File: config.mk
export PLATFORM = sky130hd
export DESIGN_NAME = tmr_alarm
export DESIGN_NICKNAME = d
export VERILOG_FILES = /design/src/rtl/tmr_pkg.sv /design/src/rtl/tmr_alarm_cnt.sv /design/src/rtl/tmr_alarm.sv
export SDC_FILE = /design/constraint.sdc
export NUM_CORES = 1
export LEC_CHECK = 0
export BUFFER_PORTS_ARGS = -buffer_cell sky130_fd_sc_hd__buf_2
export CORE_MARGIN = 8
export CORE_UTILIZATION = 55
export CTS_BUF_LIST = sky130_fd_sc_hd__clkbuf_8 sky130_fd_sc_hd__clkbuf_16
export DETAILED_ROUTE_END_ITERATION = 10
export PLACE_DENSITY = 0.91
export SYNTH_ARGS = -nofsm -noshare
export SYNTH_HDL_FRONTEND = slang
export SYNTH_SLANG_ARGS = --single-unit
File: constraint.sdc
create_clock -name clk -period 3.5 [get_ports clk]
set_clock_uncertainty 0.15 [all_clocks]
set_input_delay 0.525 -clock clk [delete_from_list [all_inputs] [get_ports clk]]
set_output_delay 0.525 -clock clk [all_outputs]
set_load 0.05 [all_outputs]
File: src/rtl/tmr_pkg.sv
// Shared definitions for the millisecond alarm: bus addresses, CTRL bit map, FSM states.
package tmr_pkg;

    localparam logic TMR_ALARM_ADDR_COUNT = 1'b0;
    localparam logic TMR_ALARM_ADDR_CTRL  = 1'b1;

    localparam int unsigned CTRL_EN    = 0;
    localparam int unsigned CTRL_PER   = 1;
    localparam int unsigned CTRL_IRQEN = 2;
    localparam int unsigned CTRL_EXP   = 3;
    localparam int unsigned CTRL_OVR   = 4;

    typedef enum logic {
        IDLE = 1'b0,
        RUN  = 1'b1
    } tmr_state_e;

    // Packs the CTRL/STATUS read word.
    function automatic logic [31:0] status_word(
        input logic overrun,
        input logic expired,
        input logic irq_en,
        input logic periodic,
        input logic en
    );
        return {27'b0, overrun, expired, irq_en, periodic, en};
    endfunction

endpackage

File: src/rtl/tmr_alarm_cnt.sv
// Loadable millisecond down-counter with one-shot/periodic reload and an expiry strobe.
module tmr_alarm_cnt
    import tmr_pkg::*;
#(
    parameter int unsigned count_width = 24
) (
    input  logic                   clk,
    input  logic                   rst_n,
    input  logic                   en,
    input  logic                   tick,
    input  logic                   load,
    input  logic [count_width-1:0] load_val,
    input  logic                   periodic,
    output logic [count_width-1:0] count,
    output logic                   expire
);

    logic [count_width-1:0] reload_q, reload_d;
    logic [count_width-1:0] count_q, count_d;
    logic                   at_one;

    assign at_one = (count_q == count_width'(1));
    // A load in the same cycle as a tick discards the tick, so no expiry either.
    assign expire = en & tick & ~load & at_one;
    assign count  = count_q;

    // Next reload/count: load wins, otherwise decrement or reload on a live tick; zero is held.
    always_comb begin
        reload_d = reload_q;
        count_d  = count_q;
        if (load) begin
            reload_d = load_val;
            count_d  = load_val;
        end else if (en && tick) begin
            if (at_one) begin
                count_d = periodic ? reload_q : '0;
            end else if (count_q != '0) begin
                count_d = count_q - count_width'(1);
            end
        end
    end

    // Counter and reload registers.
    always_ff @(posedge clk or negedge rst_n) begin
        if (!rst_n) begin
            reload_q <= '0;
            count_q  <= '0;
        end else begin
            reload_q <= reload_d;
            count_q  <= count_d;
        end
    end

endmodule

File: src/rtl/tmr_alarm.sv
// Bus-writable millisecond alarm: register decode, run/idle FSM, expiry flags and irq.
module tmr_alarm
    import tmr_pkg::*;
#(
    parameter int unsigned count_width = 24
) (
    input  logic        clk,
    input  logic        rst_n,
    input  logic        stb,
    input  logic        we,
    input  logic        addr,
    input  logic [31:0] data_in,
    output logic [31:0] data_out,
    output logic        ack,
    input  logic        ms_tick,
    output logic        irq
);

    tmr_state_e             state_q, state_d;
    logic                   periodic_q, periodic_d;
    logic                   irq_en_q, irq_en_d;
    logic                   expired_q, expired_d;
    logic                   overrun_q, overrun_d;
    logic                   irq_q, irq_d;

    logic                   wr_count;
    logic                   wr_ctrl;
    logic                   rd_en;
    logic                   run;
    logic                   expire;
    logic                   clr_exp;
    logic                   clr_ovr;
    logic [count_width-1:0] count;
    logic                   data_in_unused;

    assign ack      = stb;
    assign rd_en    = stb & ~we;
    assign wr_count = stb & we & (addr == TMR_ALARM_ADDR_COUNT);
    assign wr_ctrl  = stb & we & (addr == TMR_ALARM_ADDR_CTRL);
    assign clr_exp  = wr_ctrl & data_in[CTRL_EXP];
    assign clr_ovr  = wr_ctrl & data_in[CTRL_OVR];
    assign run      = (state_q == RUN);
    assign irq      = irq_q;

    // Upper write-data bits beyond the count width carry no meaning.
    assign data_in_unused = ^data_in;

    tmr_alarm_cnt #(
        .count_width (count_width)
    ) u_cnt (
        .clk      (clk),
        .rst_n    (rst_n),
        .en       (run),
        .tick     (ms_tick),
        .load     (wr_count),
        .load_val (data_in[count_width-1:0]),
        .periodic (periodic_q),
        .count    (count),
        .expire   (expire)
    );

    // Next state for FSM, mode bits and flags. A CTRL write decides the run state
    // even against a one-shot expiry; an expiry always sets expired, overriding a clear.
    always_comb begin
        state_d    = state_q;
        periodic_d = periodic_q;
        irq_en_d   = irq_en_q;
        expired_d  = expired_q;
        overrun_d  = overrun_q;
        irq_d      = expired_q & irq_en_q;

        if (wr_ctrl) begin
            state_d    = data_in[CTRL_EN] ? RUN : IDLE;
            periodic_d = data_in[CTRL_PER];
            irq_en_d   = data_in[CTRL_IRQEN];
        end else if (expire && !periodic_q) begin
            state_d = IDLE;
        end

        if (expire) begin
            expired_d = 1'b1;
        end else if (clr_exp) begin
            expired_d = 1'b0;
        end

        if (expire && expired_q && !clr_exp) begin
            overrun_d = 1'b1;
        end else if (clr_ovr) begin
            overrun_d = 1'b0;
        end
    end

    // State, mode, flag and irq registers.
    always_ff @(posedge clk or negedge rst_n) begin
        if (!rst_n) begin
            state_q    <= IDLE;
            periodic_q <= 1'b0;
            irq_en_q   <= 1'b0;
            expired_q  <= 1'b0;
            overrun_q  <= 1'b0;
            irq_q      <= 1'b0;
        end else begin
            state_q    <= state_d;
            periodic_q <= periodic_d;
            irq_en_q   <= irq_en_d;
            expired_q  <= expired_d;
            overrun_q  <= overrun_d;
            irq_q      <= irq_d;
        end
    end

    // Read mux: zero unless a read access is in progress.
    always_comb begin
        data_out = '0;
        if (rd_en) begin
            if (addr == TMR_ALARM_ADDR_CTRL) begin
                data_out = status_word(overrun_q, expired_q, irq_en_q, periodic_q, run);
            end else begin
                data_out = 32'(count);
            end
        end
    end

endmodule
==> results.json <==
{
  "fmax_mhz": 332.3,
  "nFillCells": 518,
  "rsz0062_at_grt": "false",
  "crit_arrival_ns": 3.12,
  "core_area_um2": 5956,
  "pre_cts_slack_ns": 0.6121,
  "ys_seq_elements": 54,
  "worst_pin_slew_ns": 0.8598,
  "routedWlPerCell_um": 18.15,
  "crit_chain": "nor4_1 > nand4_1 > nor4_4 > buf_12 > mux2_2 > o31ai_2 > a31o_1",
  "netSwitchingPower_uw": 602.7,
  "period_share_pct": 85.98,
  "ys_async_sr_fraction_pct": 100.0,
  "postCtsSetupBuffers": 0,
  "die_h_um": 94.58,
  "p_clk_share_pct": 24.5,
  "slew_viol_final": 0,
  "wirelength_mm": 9.764,
  "hpwl_mm": 6.880,
  "cp.required_ns": 3.61,
  "yosys.area.top_type": "dfrtp_1",
  "place.gp.congestion": 0.9713,
  "cts.clk_slew.worst_paths_ns": 0.10,
  "worst_slack_ns": 0.4907,
  "antenna_cells": 0,
  "min_period_ns": 3.009,
  "drive_gt1_share_pct": 18.79,
  "hold_viol": 0,
  "synthFlopType": "dfrtp_1",
  "grt_pass1_vias": 3221,
  "dp_cells": 530,
  "cpPeakStageDelay_ns": 0.57,
  "maxSlewHeadroom_pct": 42.68,
  "synth_top_area_share_pct": 39.79,
  "hold_buffers": 0,
  "crit_path_start_kind": "flop",
  "die-area_um2": 8944,
  "syn_area_um2": 3396,
  "grt.total_usage_pct": 21.89,
  "post_cts_resized": 0,
  "grt_pass1_wl_mm": 15.91,
  "postRouteAntennaNets": 0,
  "seqPwrFrac_pct": 49.5,
  "die_w_um": 94.58,
  "setup_viol": 0,
  "outcome": "finished, final reports clean",
  "grt_max_degree": 43,
  "cpMaxStageDelayCell": "nor4_1",
  "ys_types": 52,
  "setup.worst_path.class": "reg -> reg",
  "crit_fanout": 41,
  "peakVddDrop_mv": 0.2202,
  "pwr-share-comb_pct": 26.0,
  "power_density_nw_per_um2": 442.4,
  "cts_buffers": 5,
  "synthTopCellsByArea": "dfrtp_1 40%, nand2_1 11%, o211ai_1 4.2%",
  "synth.most_common_cell": "nand2_1",
  "clk_path_buf_depth": 2,
  "port-buffer-count": 55,
  "switching_share_pct": 35.74,
  "fin_nets": 503,
  "postSynthAreaPerCell_um2": 8.143,
  "internal_power_uw": 1083,
  "drv_cap": 0,
  "io_pins": 72,
  "utilization_pct": 63.99,
  "htreeDepth": 2,
  "cts_tree": "done",
  "final_cells": 538,
  "syn2layout_area_growth_pct": 12.23,
  "crit_path_end_kind": "flop",
  "leakagePower_uw": 0.001755,
  "clk-insertion-delay-late_ns": 0.31,
  "vias": 3361,
  "drt_iter0_markers": 420,
  "drtPass1Iterations": 5,
  "hold_class": "in -> async",
  "post-route-drc-count": 0,
  "synth_cells": 417,
  "vias_per_cell": 6.247,
  "synth-edff-count": 0,
  "grt_remaining_overflow": 0,
  "ys_seq_area_share_pct": 39.79,
  "netlist_top_cells_count": "97 x nand2_1, 54 x dfrtp_1, 27 x nor2_1",
  "initial_core_util_pct": 57.02,
  "antenna_found_initial": 0,
  "fin_tns_setup_ns": 0,
  "holdWs_ns": 0.1659,
  "rows": 28,
  "cts_root_buffer": "clkbuf_8",
  "yosys_warnings": 0,
  "numClockSinks": 54
}
worst paths after layout:
path	start	to	slack, ns	depth (start not counted)
worst max-delay path	u_cnt.count[2]$_DFFE_PN0P_	u_cnt.count[15]$_DFFE_PN0P_	0.49	7
worst min-delay path	rst_n	u_cnt.count[13]$_DFFE_PN0P_	0.17	1
worst max register to register	u_cnt.count[2]$_DFFE_PN0P_	u_cnt.count[15]$_DFFE_PN0P_	0.49	7
worst min register to register	u_cnt.reload_q[12]$_DFFE_PN0P_	u_cnt.reload_q[12]$_DFFE_PN0P_	0.33	2
max in group asynchronous	rst_n	u_cnt.count[3]$_DFFE_PN0P_	2.25	2
min in group clk	data_in[14]	u_cnt.reload_q[14]$_DFFE_PN0P_	0.27	3
metal layers:
metal / GRT usage, % / share of wire [%] / up-vias
met5: 0 / 0 / -
met4: 7.152 / 2.0 / 0
met3: 3.254 / 9.2 / 21
met2: 34.65 / 47 / 203
met1: 29.97 / 42 / 1555
li1: - / - / 1582
sequential cells by signal, indices dropped and copies added, names as in the netlist:
name            count
irq_en_q            1
overrun_q           1
run                 1
u_cnt.count        24
irq                 1
expired_q           1
periodic_q          1
u_cnt.reload_q     24
layout make-up:
class	instances	area (um^2)	share of cell area, %
clock buffer	5	68.82	1.806
clock inverter	3	37.54	0.9849
tap	75	93.84	2.462
timing repair buffer	69	392.9	10.31
inverter	5	18.77	0.4924
multi-input combinational	327	1848	48.49
sequential	54	1351	35.46
kinds of logic (layout without fill, tap and decap cells):
kind of cell	after synthesis	count (layout)	synth area share, %
simple gates	222	222	32.13
fa+ha+maj	3	3	1.105
compound gates	86	86	17.76
mux	8	8	2.469
buf+inv	43	82	6.632
flops	54	54	39.79
other cells	1	8	0.1104
critical path: cells and delay by family (launching register included):
family                 cells  cell delay (ns)
AO/OA/AOI/OAI              2             0.29
buffers and inverters      1             0.25
flip-flops                 1             0.50
multiplexers               1             0.37
AND/OR/NAND/NOR            3             1.40
power groups by stage:
stage	Combinational (uW)	Sequential [uW]	Clock, uW
floorplan	341	797	0
global placement	419	837	0
detailed placement	434	842	0
CTS	436	830	420
global route	488	850	452
finish	439	835	413
through the flow:
step | power (uW) | area (um^2)
global route | 1789 | 3811
CTS | 1686 | 3811
floorplan | 1138 | 3422
detailed placement | 1276 | 3705
finish | 1686 | 3811
global placement | 1256 | 3705
placed cells by master (no fill, tap or decap), types with 3 or more instances in the layout:
cell type,n
nand2_1,97
buf_2,55
dfrtp_1,54
nor2_1,26
and2_1,21
nor3_1,20
o211ai_1,19
a31oi_1,18
o21ai_0,13
buf_4,13
and3_1,11
a21oi_1,11
nor4_1,10
nand4_1,9
conb_1,8
inv_1,7
nand3_1,7
mux2i_1,5
clkbuf_8,5
or4_1,4
o311ai_0,3
a41oi_1,3
mux2_2,3
nor4b_1,3
a22oi_1,3
ha_1,3
Note: power is estimated with default switching activity, not from simulation.
